**src/rtl/rapid_mem_stage_if.sv**
```systemverilog
// Execute-side, data-memory and writeback signals of the rapid memory stage.
interface rapid_mem_stage_if #(parameter int ADDR_W = 32);
  logic              valid;
  logic              ready;
  logic              mem_read;
  logic              mem_write;
  logic [2:0]        funct3;
  logic              reg_write;
  logic [4:0]        rd;
  logic [31:0]       alu_result;
  logic [31:0]       store_data;
  logic              dmem_req;
  logic              dmem_we;
  logic [ADDR_W-1:0] dmem_addr;
  logic [3:0]        dmem_be;
  logic [31:0]       dmem_wdata;
  logic              dmem_gnt;
  logic              dmem_rvalid;
  logic [31:0]       dmem_rdata;
  logic              wb_valid;
  logic              wb_we;
  logic [4:0]        wb_rd;
  logic [31:0]       wb_data;
  logic              misaligned;

  modport slave (
    input  valid, mem_read, mem_write, funct3, reg_write, rd, alu_result, store_data,
    input  dmem_gnt, dmem_rvalid, dmem_rdata,
    output ready, dmem_req, dmem_we, dmem_addr, dmem_be, dmem_wdata,
    output wb_valid, wb_we, wb_rd, wb_data, misaligned
  );

  modport master (
    output valid, mem_read, mem_write, funct3, reg_write, rd, alu_result, store_data,
    output dmem_gnt, dmem_rvalid, dmem_rdata,
    input  ready, dmem_req, dmem_we, dmem_addr, dmem_be, dmem_wdata,
    input  wb_valid, wb_we, wb_rd, wb_data, misaligned
  );
endinterface

```
**src/rtl/rapid_mem_stage.sv**
```systemverilog
// Memory stage: 1-cycle pass-through; loads/stores hold ready low until granted/answered.
// Define RAPID_MEM_MISALIGN_TRAP_EN to trap misaligned H/W accesses instead of aligning them.
module rapid_mem_stage #(
  parameter int ADDR_W = 32
) (
  input  logic               clk,
  input  logic               rst_n,
  rapid_mem_stage_if.slave   bus
);

  typedef enum logic [1:0] {IDLE, REQ, WAIT} state_t;

  state_t            state;
  logic [2:0]        funct3_q;
  logic [4:0]        rd_q;
  logic              misal_q;

  logic              is_mem;
  logic              trap;
  logic [1:0]        sz;
  logic [ADDR_W-1:0] addr_in;
  logic [ADDR_W-1:0] addr_use;
  logic [3:0]        be_in;
  logic [31:0]       wdata_in;
  logic [7:0]        ld_byte;
  logic [15:0]       ld_half;
  logic [31:0]       ld_data;

  assign is_mem         = bus.mem_read | bus.mem_write;
  assign sz             = bus.funct3[1:0];
  assign addr_in        = bus.alu_result[ADDR_W-1:0];
  assign bus.ready      = (state == IDLE);
  assign bus.misaligned = misal_q;

`ifdef RAPID_MEM_MISALIGN_TRAP_EN
  assign trap = is_mem && ((sz == 2'b01 && addr_in[0]) ||
                           (sz == 2'b10 && addr_in[1:0] != 2'b00));
`else
  assign trap = 1'b0;
`endif

  always_comb begin
    addr_use = addr_in;
`ifndef RAPID_MEM_MISALIGN_TRAP_EN
    // Without the trap, misaligned halfword/word accesses are silently aligned down.
    if (sz == 2'b01) addr_use[0] = 1'b0;
    else if (sz == 2'b10) addr_use[1:0] = 2'b00;
`endif
    case (sz)
      2'b00:   be_in = 4'b0001 << addr_use[1:0];
      2'b01:   be_in = 4'b0011 << addr_use[1:0];
      default: be_in = 4'b1111;
    endcase
    case (sz)
      2'b00:   wdata_in = {4{bus.store_data[7:0]}};
      2'b01:   wdata_in = {2{bus.store_data[15:0]}};
      default: wdata_in = bus.store_data;
    endcase
  end

  always_comb begin
    case (bus.dmem_addr[1:0])
      2'd0:    ld_byte = bus.dmem_rdata[7:0];
      2'd1:    ld_byte = bus.dmem_rdata[15:8];
      2'd2:    ld_byte = bus.dmem_rdata[23:16];
      default: ld_byte = bus.dmem_rdata[31:24];
    endcase
    ld_half = bus.dmem_addr[1] ? bus.dmem_rdata[31:16] : bus.dmem_rdata[15:0];
    case (funct3_q)
      3'b000:  ld_data = {{24{ld_byte[7]}}, ld_byte};
      3'b001:  ld_data = {{16{ld_half[15]}}, ld_half};
      3'b100:  ld_data = {24'd0, ld_byte};
      3'b101:  ld_data = {16'd0, ld_half};
      default: ld_data = bus.dmem_rdata;
    endcase
  end

  always_ff @(posedge clk or negedge rst_n) begin
    if (!rst_n) begin
      state          <= IDLE;
      funct3_q       <= 3'd0;
      rd_q           <= 5'd0;
      misal_q        <= 1'b0;
      bus.dmem_req   <= 1'b0;
      bus.dmem_we    <= 1'b0;
      bus.dmem_addr  <= '0;
      bus.dmem_be    <= 4'd0;
      bus.dmem_wdata <= 32'd0;
      bus.wb_valid   <= 1'b0;
      bus.wb_we      <= 1'b0;
      bus.wb_rd      <= 5'd0;
      bus.wb_data    <= 32'd0;
    end else begin
      bus.wb_valid <= 1'b0;
      bus.wb_we    <= 1'b0;
      misal_q      <= 1'b0;
      case (state)
        IDLE: begin
          if (bus.valid) begin
            if (!is_mem || trap) begin
              // Trapped accesses retire as a non-writing record tagged by o_misaligned.
              bus.wb_valid <= 1'b1;
              bus.wb_we    <= !is_mem && bus.reg_write && (bus.rd != 5'd0);
              bus.wb_rd    <= bus.rd;
              bus.wb_data  <= bus.alu_result;
              misal_q      <= trap;
            end else begin
              bus.dmem_req   <= 1'b1;
              bus.dmem_we    <= bus.mem_write;
              bus.dmem_addr  <= addr_use;
              bus.dmem_be    <= be_in;
              bus.dmem_wdata <= wdata_in;
              funct3_q       <= bus.funct3;
              rd_q           <= bus.rd;
              state          <= REQ;
            end
          end
        end
        REQ: begin
          if (bus.dmem_gnt) begin
            bus.dmem_req <= 1'b0;
            bus.dmem_we  <= 1'b0;
            if (bus.dmem_we) begin
              bus.wb_valid <= 1'b1;
              bus.wb_rd    <= rd_q;
              bus.wb_data  <= 32'd0;
              state        <= IDLE;
            end else begin
              state <= WAIT;
            end
          end
        end
        WAIT: begin
          if (bus.dmem_rvalid) begin
            bus.wb_valid <= 1'b1;
            bus.wb_we    <= (rd_q != 5'd0);
            bus.wb_rd    <= rd_q;
            bus.wb_data  <= ld_data;
            state        <= IDLE;
          end
        end
        default: state <= IDLE;
      endcase
    end
  end

endmodule
```
**src/flat_wrapper.sv**
```systemverilog
// flat-port wrapper written by rule: the top's interface ports become plain ports
module rapid_mem_stage_flat 
#(
  parameter int ADDR_W = 32
)
  (clk, rst_n, bus_valid, bus_mem_read, bus_mem_write, bus_funct3, bus_reg_write, bus_rd, bus_alu_result, bus_store_data, bus_dmem_gnt, bus_dmem_rvalid, bus_dmem_rdata, bus_ready, bus_dmem_req, bus_dmem_we, bus_dmem_addr, bus_dmem_be, bus_dmem_wdata, bus_wb_valid, bus_wb_we, bus_wb_rd, bus_wb_data, bus_misaligned);
  rapid_mem_stage_if #(.ADDR_W(ADDR_W)) bus_i ();
  input  logic clk;
  input  logic rst_n;
  input wire logic [$bits(bus_i.valid)-1:0] bus_valid;
  input wire logic [$bits(bus_i.mem_read)-1:0] bus_mem_read;
  input wire logic [$bits(bus_i.mem_write)-1:0] bus_mem_write;
  input wire logic [$bits(bus_i.funct3)-1:0] bus_funct3;
  input wire logic [$bits(bus_i.reg_write)-1:0] bus_reg_write;
  input wire logic [$bits(bus_i.rd)-1:0] bus_rd;
  input wire logic [$bits(bus_i.alu_result)-1:0] bus_alu_result;
  input wire logic [$bits(bus_i.store_data)-1:0] bus_store_data;
  input wire logic [$bits(bus_i.dmem_gnt)-1:0] bus_dmem_gnt;
  input wire logic [$bits(bus_i.dmem_rvalid)-1:0] bus_dmem_rvalid;
  input wire logic [$bits(bus_i.dmem_rdata)-1:0] bus_dmem_rdata;
  output wire logic [$bits(bus_i.ready)-1:0] bus_ready;
  output wire logic [$bits(bus_i.dmem_req)-1:0] bus_dmem_req;
  output wire logic [$bits(bus_i.dmem_we)-1:0] bus_dmem_we;
  output wire logic [$bits(bus_i.dmem_addr)-1:0] bus_dmem_addr;
  output wire logic [$bits(bus_i.dmem_be)-1:0] bus_dmem_be;
  output wire logic [$bits(bus_i.dmem_wdata)-1:0] bus_dmem_wdata;
  output wire logic [$bits(bus_i.wb_valid)-1:0] bus_wb_valid;
  output wire logic [$bits(bus_i.wb_we)-1:0] bus_wb_we;
  output wire logic [$bits(bus_i.wb_rd)-1:0] bus_wb_rd;
  output wire logic [$bits(bus_i.wb_data)-1:0] bus_wb_data;
  output wire logic [$bits(bus_i.misaligned)-1:0] bus_misaligned;
  assign bus_i.valid = bus_valid;
  assign bus_i.mem_read = bus_mem_read;
  assign bus_i.mem_write = bus_mem_write;
  assign bus_i.funct3 = bus_funct3;
  assign bus_i.reg_write = bus_reg_write;
  assign bus_i.rd = bus_rd;
  assign bus_i.alu_result = bus_alu_result;
  assign bus_i.store_data = bus_store_data;
  assign bus_i.dmem_gnt = bus_dmem_gnt;
  assign bus_i.dmem_rvalid = bus_dmem_rvalid;
  assign bus_i.dmem_rdata = bus_dmem_rdata;
  assign bus_ready = bus_i.ready;
  assign bus_dmem_req = bus_i.dmem_req;
  assign bus_dmem_we = bus_i.dmem_we;
  assign bus_dmem_addr = bus_i.dmem_addr;
  assign bus_dmem_be = bus_i.dmem_be;
  assign bus_dmem_wdata = bus_i.dmem_wdata;
  assign bus_wb_valid = bus_i.wb_valid;
  assign bus_wb_we = bus_i.wb_we;
  assign bus_wb_rd = bus_i.wb_rd;
  assign bus_wb_data = bus_i.wb_data;
  assign bus_misaligned = bus_i.misaligned;
  rapid_mem_stage #(.ADDR_W(ADDR_W)) u_core (.clk(clk), .rst_n(rst_n), .bus(bus_i));
endmodule
```
**config.mk**
```make
export PLATFORM = sky130hd
export DESIGN_NAME = rapid_mem_stage_flat
export DESIGN_NICKNAME = d
export VERILOG_FILES = /design/src/rtl/rapid_mem_stage_if.sv /design/src/rtl/rapid_mem_stage.sv /design/src/flat_wrapper.sv
export SDC_FILE = /design/constraint.sdc
export NUM_CORES = 1
export LEC_CHECK = 0
export CAP_MARGIN = 10
export CORE_ASPECT_RATIO = 0.6
export CORE_MARGIN = 3
export CORE_UTILIZATION = 39
export DETAILED_ROUTE_END_ITERATION = 7
export MAX_ROUTING_LAYER = met4
export PLACE_DENSITY = 0.78
export SYNTH_ARGS = -nofsm -noshare
export SYNTH_HDL_FRONTEND = slang
export SYNTH_SLANG_ARGS = --single-unit
export TNS_END_PERCENT = 50
```
**constraint.sdc**
```tcl
create_clock -name clk -period 2.2 [get_ports clk]
set_input_delay 0.44 -clock clk [delete_from_list [all_inputs] [get_ports clk]]
set_output_delay 0.44 -clock clk [all_outputs]
set_load 0.1 [all_outputs]
```
==> run metrics, run 1 <==
status=complete, no violations; ys async rst share=100%; final-report max-slew violation count=0; DR pass1 iterations=5; worst setup path class=input port to flip-flop; Crit. End Element=flip-flop; detail-routed via count per cell=5.44; Placed Cells incl. Taps=978; non-filler cells, final=1011; final setup violation count=0; Site Rows=34; worst hold slack=0.0493 ns; commonest cells after routing, fill and taps aside=buf_4 (146), dfrtp_1 (116), clkdlybuf4s50_1 (109); top cell type's share of synthesized area=50.6%; number of global-route vias before repair=5468; commonest non-fill, non-tap cell in the layout=buf_4; largest net degree at the start of global routing=48; H-tree depth=4; clock buffer count from CTS=17; drt total wl=20000 um; RSZ-0062 raised after global routing=false; CTS hold repair buffers=0; cells after synthesis=557; Total GRT Usage=24.6%; Root Buffer=clkbuf_16; Die ar.=16600 sq um; buffers added on ports=221; Critical Path Source Type=input port; initial antenna violation count=0; Die H=101 um; CTS tree=done; first-pass GRT wire length=30300 um; max cap viols=0; Synth area leaders=dfrtp_1 (51%), mux2_2 (8.0%), mux2i_1 (6.6%); dpl cell area=8340 sq um; Clock Skews=0.0108 ns; warnings from Yosys=0; clk sink count=119; vias=5498; ys flop type=dfrtp_1; synthesized flop and latch total=119; Mapped Nets=673; design area=9010 sq um; Final Hold Viols=0; final core occ=61.6%; WP data arrival=2.47 ns; Least-Margin Pin Slew=0.664 ns; GRT overflow=0; relative slew slack=55.6%; Crit Path Max Fanout=7; Initial Util=40.2%; Synth area leader=dfrtp_1; Tmin final=2.12 ns; Worst-path clk slew=0.06 ns; Clock Latency Late Sink=0.41 ns; Die W=165 um; maximum root-to-sink buffer count=2; Yosys cell types=42; detailed-route DRC error count=0; area growth from synthesis to layout=53.2%; FMAX=471 MHz; Tcrit/Tclk final=96.6%; wire per inst=19.8 um; n_diodes=0; Placer Congestion=0.943; Mapped Area=5880 sq um; Ports=223; worst hold path class=input port to async pin; starting DRC count in detailed routing=508; Avg Inst Size Synth=10.6 sq um; sequential-to-total area share from yosys stat=50.6%; # nets final=917; worst endpoint required time=2.54 ns; share of post-route cells with drive strength above 1=29.5%; number of synthesized flops with an enable pin=0; core area=14600 sq um; dpl hpwl=15200 um; antenna viol nets, final=0
## cells by family (layout without fill, tap and decap cells)
group	count (synthesis)	count (layout)	share of synthesized area [%]
other	1	1	0.0638
buffers and inverters	60	315	4.11
AND/OR/NAND/NOR	134	134	11.4
adder cells (fa/ha/maj)	4	4	0.851
flip-flops	119	119	50.6
multiplexers	82	82	15.1
AO/OA/AOI/OAI	157	158	17.9
## synth_stat cells, types with 9 or more instances
| cell type | count |
|---|---|
| nand3b_1 | 18 |
| mux2i_1 | 39 |
| o21ai_0 | 49 |
| a31oi_1 | 9 |
| inv_1 | 17 |
| nand2_1 | 58 |
| a221o_1 | 9 |
| nand2b_1 | 10 |
| nor2_1 | 23 |
| o22ai_1 | 10 |
| mux2_2 | 42 |
| dfrtp_1 | 119 |
| o211ai_1 | 23 |
| clkbuf_1 | 31 |
| a21oi_1 | 32 |
| nor3b_1 | 9 |
## metal layers
metal / wire length [um] / GRT usage [%]
met5: 0 / -
met4: 283 / 7.15
met3: 1590 / 4.93
met2: 8880 / 36.1
met1: 9290 / 34.5
## metrics by stage
stage	worst slack [ns]	setup TNS (ns)
global route	0.00642	0
global placement	-0.372	-10.87
finish	0.0753	0
CTS	0.000311	0
floorplan	0.0256	0
detailed placement	-0.461	-12.91
## what timing repair did
| item | 4_1_cts | 5_1_grt |
|---|---|---|
| gates resized for setup | 1 | 6 |
| cloned | 0 | 1 |
| pin swaps | 5 | 7 |
| setup buffers | 0 | 1 |
| endpoints found under the setup margin | 14 | 25 |
## area by class of cell
type	instances	area, sq um
tap	198	248
sequential	119	2980
inverter	18	67.6
timing repair buffer	266	2380
multi-input combinational	379	2700
clock inverter	12	176
fill	1188	5620
clock buffer	19	453
## worst max-delay path, cell delays in order
cell and delay, ns:
clkdlybuf4s50_1 0.45, or3b_4 0.41, a2111o_1 0.49, a311oi_4 0.46
a221o_1 0.22
## flip-flops by register name, indices dropped and copies added, names as in the netlist
register,cells
u_core.bus.wb_rd,5
u_core.state,2
u_core.bus.dmem_wdata,32
u_core.rd_q,5
u_core.bus.dmem_addr,32
u_core.bus.wb_valid,1
u_core.bus.dmem_we,1
u_core.funct3_q,3
u_core.bus.dmem_be,4
u_core.bus.dmem_req,1
u_core.bus.wb_data,32
u_core.bus.wb_we,1
## worst paths after layout
check / start / to / slack [ns] / depth (start not counted)
max: bus_mem_read / u_core.bus.wb_data[13] / 0.08 / 5
min: rst_n / u_core.bus.dmem_wdata[22] / 0.05 / 1
max reg2reg: u_core.state[1] / u_core.bus.wb_data[13] / 0.10 / 6
min reg2reg: u_core.bus.dmem_be[3] / u_core.bus.dmem_be[3] / 0.49 / 1
max in group asynchronous: rst_n / u_core.bus.dmem_addr[1] / 1.44 / 2
min in group clk: u_core.bus.dmem_be[3] / u_core.bus.dmem_be[3] / 0.49 / 1
Power of run 1 is not shown: default switching activity piles up to over one toggle a cycle in this logic, so the estimate is an artifact.
==> run 2: changes to the inputs <==
- PLACE_DENSITY: 0.78 -> 0.75
- SKIP_CTS_REPAIR_TIMING: not set -> 1
- clock period: 2.2 -> 2.7 ns (I/O delays scaled with it)
==> run 2 against run 1 <==
Sequential share of layout area up 0.72 points. Final cell count fell by 1.9%. Clock-buffer cell count is 2 higher. Critical endpoint is now u_core.bus.wb_data[8]. Largest cell class unchanged.
==> run metrics, run 2 (synthesis results as in run 1) <==
Tcrit/Tclk final=87.6%; # nets final=897 (-2.2%); design area=8800 sq um (-2.3%); Final Hold Viols=0 (unchanged); Total GRT Usage=23.2% (-1.4 points); largest net degree at the start of global routing=75 (+56%); first-pass GRT wire length=28900 um (-4.6%); Clock Latency Late Sink=0.40 ns (about the same); GRT overflow=0 (unchanged); FMAX=423 MHz; final setup violation count=0 (unchanged); buffers added on ports=221 (unchanged); clock buffer count from CTS=17 (unchanged); wire length on met2=8520 um (-4.1%); max cap viols=0 (unchanged); Clock Skews=0.00966 ns (-0.00118 ns); wire per inst=19.1 um (-3.5%); CTS tree=done; relative slew slack=22.7% (-33 points); dpl cell area=8160 sq um (-2.1%); commonest cells after routing, fill and taps aside=buf_4 (131), dfrtp_1 (119), clkdlybuf4s50_1 (110); Least-Margin Pin Slew=1.16 ns (+0.491 ns); detail-routed via count per cell=5.30 (-2.5%); initial antenna violation count=0 (unchanged); Root Buffer=clkbuf_16; worst hold path class=input port to async pin; status=complete, no violations; DR pass1 iterations=4 (-1); Initial Util=40.2% (unchanged); starting DRC count in detailed routing=266 (-48%); Die ar.=16600 sq um (unchanged); top sig layer=met4; Ports=223 (unchanged); antenna viol nets, final=0 (unchanged); Placer Congestion=0.861 (-8.7%); Worst-path clk slew=0.06 ns (about the same); H-tree depth=4 (unchanged); commonest non-fill, non-tap cell in the layout=buf_4; share of post-route cells with drive strength above 1=27.0% (-2.6 points); Largest regs=u_core.bus.dmem_addr x32, u_core.bus.dmem_wdata x32, u_core.bus.wb_data x32; area growth from synthesis to layout=49.6%; core area=14600 sq um (unchanged); drt total wl=19000 um (-5.3%); dpl hpwl=14600 um (-4.1%); WP data arrival=2.70 ns (+0.23 ns); vias=5260 (-4.3%); Die W=165 um (unchanged); worst endpoint required time=3.03 ns (+0.49 ns); maximum root-to-sink buffer count=2 (unchanged); final-report max-slew violation count=0 (unchanged); worst setup path class=input port to flip-flop; Crit Path Max Fanout=16 (+9); Worst R2R Path Depth=8 (+2); number of global-route vias before repair=5247 (-4.0%); Crit. End Element=flip-flop; clk sink count=119 (unchanged); met3 WL post-DR=1460 um (-7.9%); Die H=101 um (unchanged); Critical Path Source Type=input port; detailed-route DRC error count=0 (unchanged); Tmin final=2.36 ns; Site Rows=34 (unchanged); n_diodes=0 (unchanged); RSZ-0062 raised after global routing=false; WL met1=8700 um (-6.4%)
## run 2: path summary, 6_finish.rpt
| check | startpoint | endpoint | slack [ns] |
|---|---|---|---|
| min | rst_n | u_core.bus.dmem_wdata[25] | 0.16 |
| max | bus_valid | u_core.bus.wb_data[8] | 0.34 |
| max reg2reg | u_core.state[1] | u_core.bus.wb_data[9] | 0.42 |
| min reg2reg | u_core.bus.dmem_wdata[15] | u_core.bus.dmem_wdata[15] | 0.48 |
| min in group clk | u_core.bus.dmem_wdata[15] | u_core.bus.dmem_wdata[15] | 0.48 |
| max in group asynchronous | rst_n | u_core.bus.wb_valid | 1.84 |
## run 2: through the flow
| stage | utilization [%] | TNS, ns | hold slack [ns] | setup slack, ns | instances |
|---|---|---|---|---|---|
| 4_1_cts | 60.1 | 0 | 0.181 | 0.381 | 992 |
| 3_5_place_dp | 55.8 | -0.203 | 0.469 | -0.0300 | 960 |
| 5_1_grt | 60.1 | 0 | 0.201 | 0.250 | 992 |
| 3_3_place_gp | 55.8 | 0 | 0.465 | 0.0210 | 960 |
| 2_1_floorplan | - | 0 | 0.244 | 0.0154 | 557 |
| 6_report | 60.1 | 0 | 0.164 | 0.336 | 992 |
## run 2: cell type report
type,count,area [sq um]
clock buffer,21,470
clock inverter,11,170
fill,1243,5830
inverter,18,67.6
multi-input combinational,378,2660
sequential,119,2980
tap,198,248
timing repair buffer,247,2200
## run 2: metal layers
metal	GRT usage (%)	vias to the layer above
li1	-	2469
met1	31.4	2574
met2	34.6	193
met3	6.36	24
met4	6.12	0
met5	-	-
## run 2: critical path, stage by stage
cell,delay [ns]
clkdlybuf4s50_1,0.48
or3b_1,0.41
a2111o_1,0.45
buf_4,0.20
a311oi_4,0.39
a221o_1,0.23
Power of run 2 is left out for the same reason.
==> run 3: changes to the inputs <==
- SLEW_MARGIN: not set -> 20
==> run 3 against run 2 <==
Maximum frequency barely moved. Worst setup slack barely moved. Core utilization barely moved. Critical endpoint unchanged.
==> run metrics, run 3 (synthesis results as in run 1) <==
clk sink count=119 (unchanged); final-report max-slew violation count=0 (unchanged); worst hold slack=0.164 ns (+0.0000680 ns); Die H=101 um (unchanged); first-pass GRT wire length=28900 um (unchanged); Ports=223 (unchanged); number of global-route vias before repair=5247 (unchanged); Clock Latency Late Sink=0.40 ns (about the same); max cap viols=0 (unchanged); relative slew slack=53.5% (+31 points); Root Buffer=clkbuf_16; antenna viol nets, final=0 (unchanged); buffers added on ports=221 (unchanged); status=complete, no violations; Placer Congestion=0.861 (unchanged); vias=5265 (+0.095%); detailed-route DRC error count=0 (unchanged); area growth from synthesis to layout=49.7% (about the same); final setup violation count=0 (unchanged); maximum root-to-sink buffer count=2 (unchanged); Die ar.=16600 sq um (unchanged); worst endpoint required time=3.03 ns (about the same); commonest non-fill, non-tap cell in the layout=buf_4; worst setup path class=input port to flip-flop; Least-Margin Pin Slew=0.696 ns (-0.459 ns); Crit Path Max Fanout=16 (unchanged); Initial Util=40.2% (unchanged); Site Rows=34 (unchanged); Largest regs=u_core.bus.dmem_addr x32, u_core.bus.dmem_wdata x32, u_core.bus.wb_data x32; largest net degree at the start of global routing=75 (unchanged); FMAX=423 MHz (about the same); worst hold path class=input port to async pin; Total GRT Usage=23.2% (unchanged); Tmin final=2.36 ns (+0.000382 ns); # nets final=897 (unchanged); dpl hpwl=14600 um (unchanged); RSZ-0062 raised after global routing=false; wire per inst=19.1 um (about the same); DR pass1 iterations=4 (unchanged); Clock Skews=0.00930 ns (-0.000366 ns); H-tree depth=4 (unchanged); core area=14600 sq um (unchanged); Tcrit/Tclk final=87.6% (about the same); initial antenna violation count=0 (unchanged); Crit. End Element=flip-flop; Worst-path clk slew=0.06 ns (about the same); commonest cells after routing, fill and taps aside=buf_4 (131), dfrtp_1 (119), clkdlybuf4s50_1 (110); share of post-route cells with drive strength above 1=27.1% (+0.13 points); WP data arrival=2.70 ns (about the same); Die W=165 um (unchanged); Final Hold Viols=0 (unchanged); detail-routed via count per cell=5.31 (about the same); n_diodes=0 (unchanged); GRT overflow=0 (unchanged); CTS tree=done; Critical Path Source Type=input port; clock buffer count from CTS=17 (unchanged); drt total wl=19000 um (about the same); starting DRC count in detailed routing=259 (-2.6%)
-- run 3: cell count changes in the layout (fill, tap and decap cells not counted) --
cell	change
nor2_2	+1
nor2_1	-1
-- run 3: cell type report --
type / instances / area, sq um
Fill cell: 1241 / 5830
Sequential cell: 119 / 2980
Multi-Input combinational cell: 378 / 2670
Timing Repair Buffer: 247 / 2200
Clock buffer: 21 / 470
Tap cell: 198 / 248
Clock inverter: 11 / 170
Inverter: 18 / 67.6
-- run 3: per-stage QoR --
step | instance area, sq um | cells | util, % | setup WS, ns | setup TNS [ns]
final | 8800 | 992 | 60.2 | 0.335 | 0
after global placement | 8160 | 960 | 55.8 | 0.0210 | 0
after floorplan | 5880 | 557 | - | 0.0154 | 0
after global routing | 8800 | 992 | 60.2 | 0.250 | 0
after CTS | 8800 | 992 | 60.1 | 0.381 | 0
after detailed placement | 8160 | 960 | 55.8 | -0.0300 | -0.203
-- run 3: worst max-delay path: stages --
cell	delay (ns)
clkdlybuf4s50_1	0.48
or3b_1	0.41
a2111o_1	0.45
buf_4	0.20
a311oi_4	0.39
a221o_1	0.23
-- run 3: worst paths after layout --
kind	to	cells past startpoint	slack, ns	startpoint
min in group clk	u_core.bus.dmem_wdata[15]	2	0.48	u_core.bus.dmem_wdata[15]
worst max-delay path	u_core.bus.wb_data[8]	6	0.34	bus_valid
max in group asynchronous	u_core.bus.wb_valid	2	1.84	rst_n
worst min-delay path	u_core.bus.dmem_wdata[25]	1	0.16	rst_n
worst min register to register	u_core.bus.dmem_wdata[15]	2	0.48	u_core.bus.dmem_wdata[15]
worst max register to register	u_core.bus.wb_data[9]	8	0.42	u_core.state[1]
-- run 3: per-layer routing --
layer	part of all wire (%)	wire [um]	GRT usage, %
met5	0	0	-
met3	7.9	1500	6.36
met4	1.5	293	6.12
met1	46	8670	31.4
met2	45	8500	34.6
Power of run 3 is left out for the same reason.
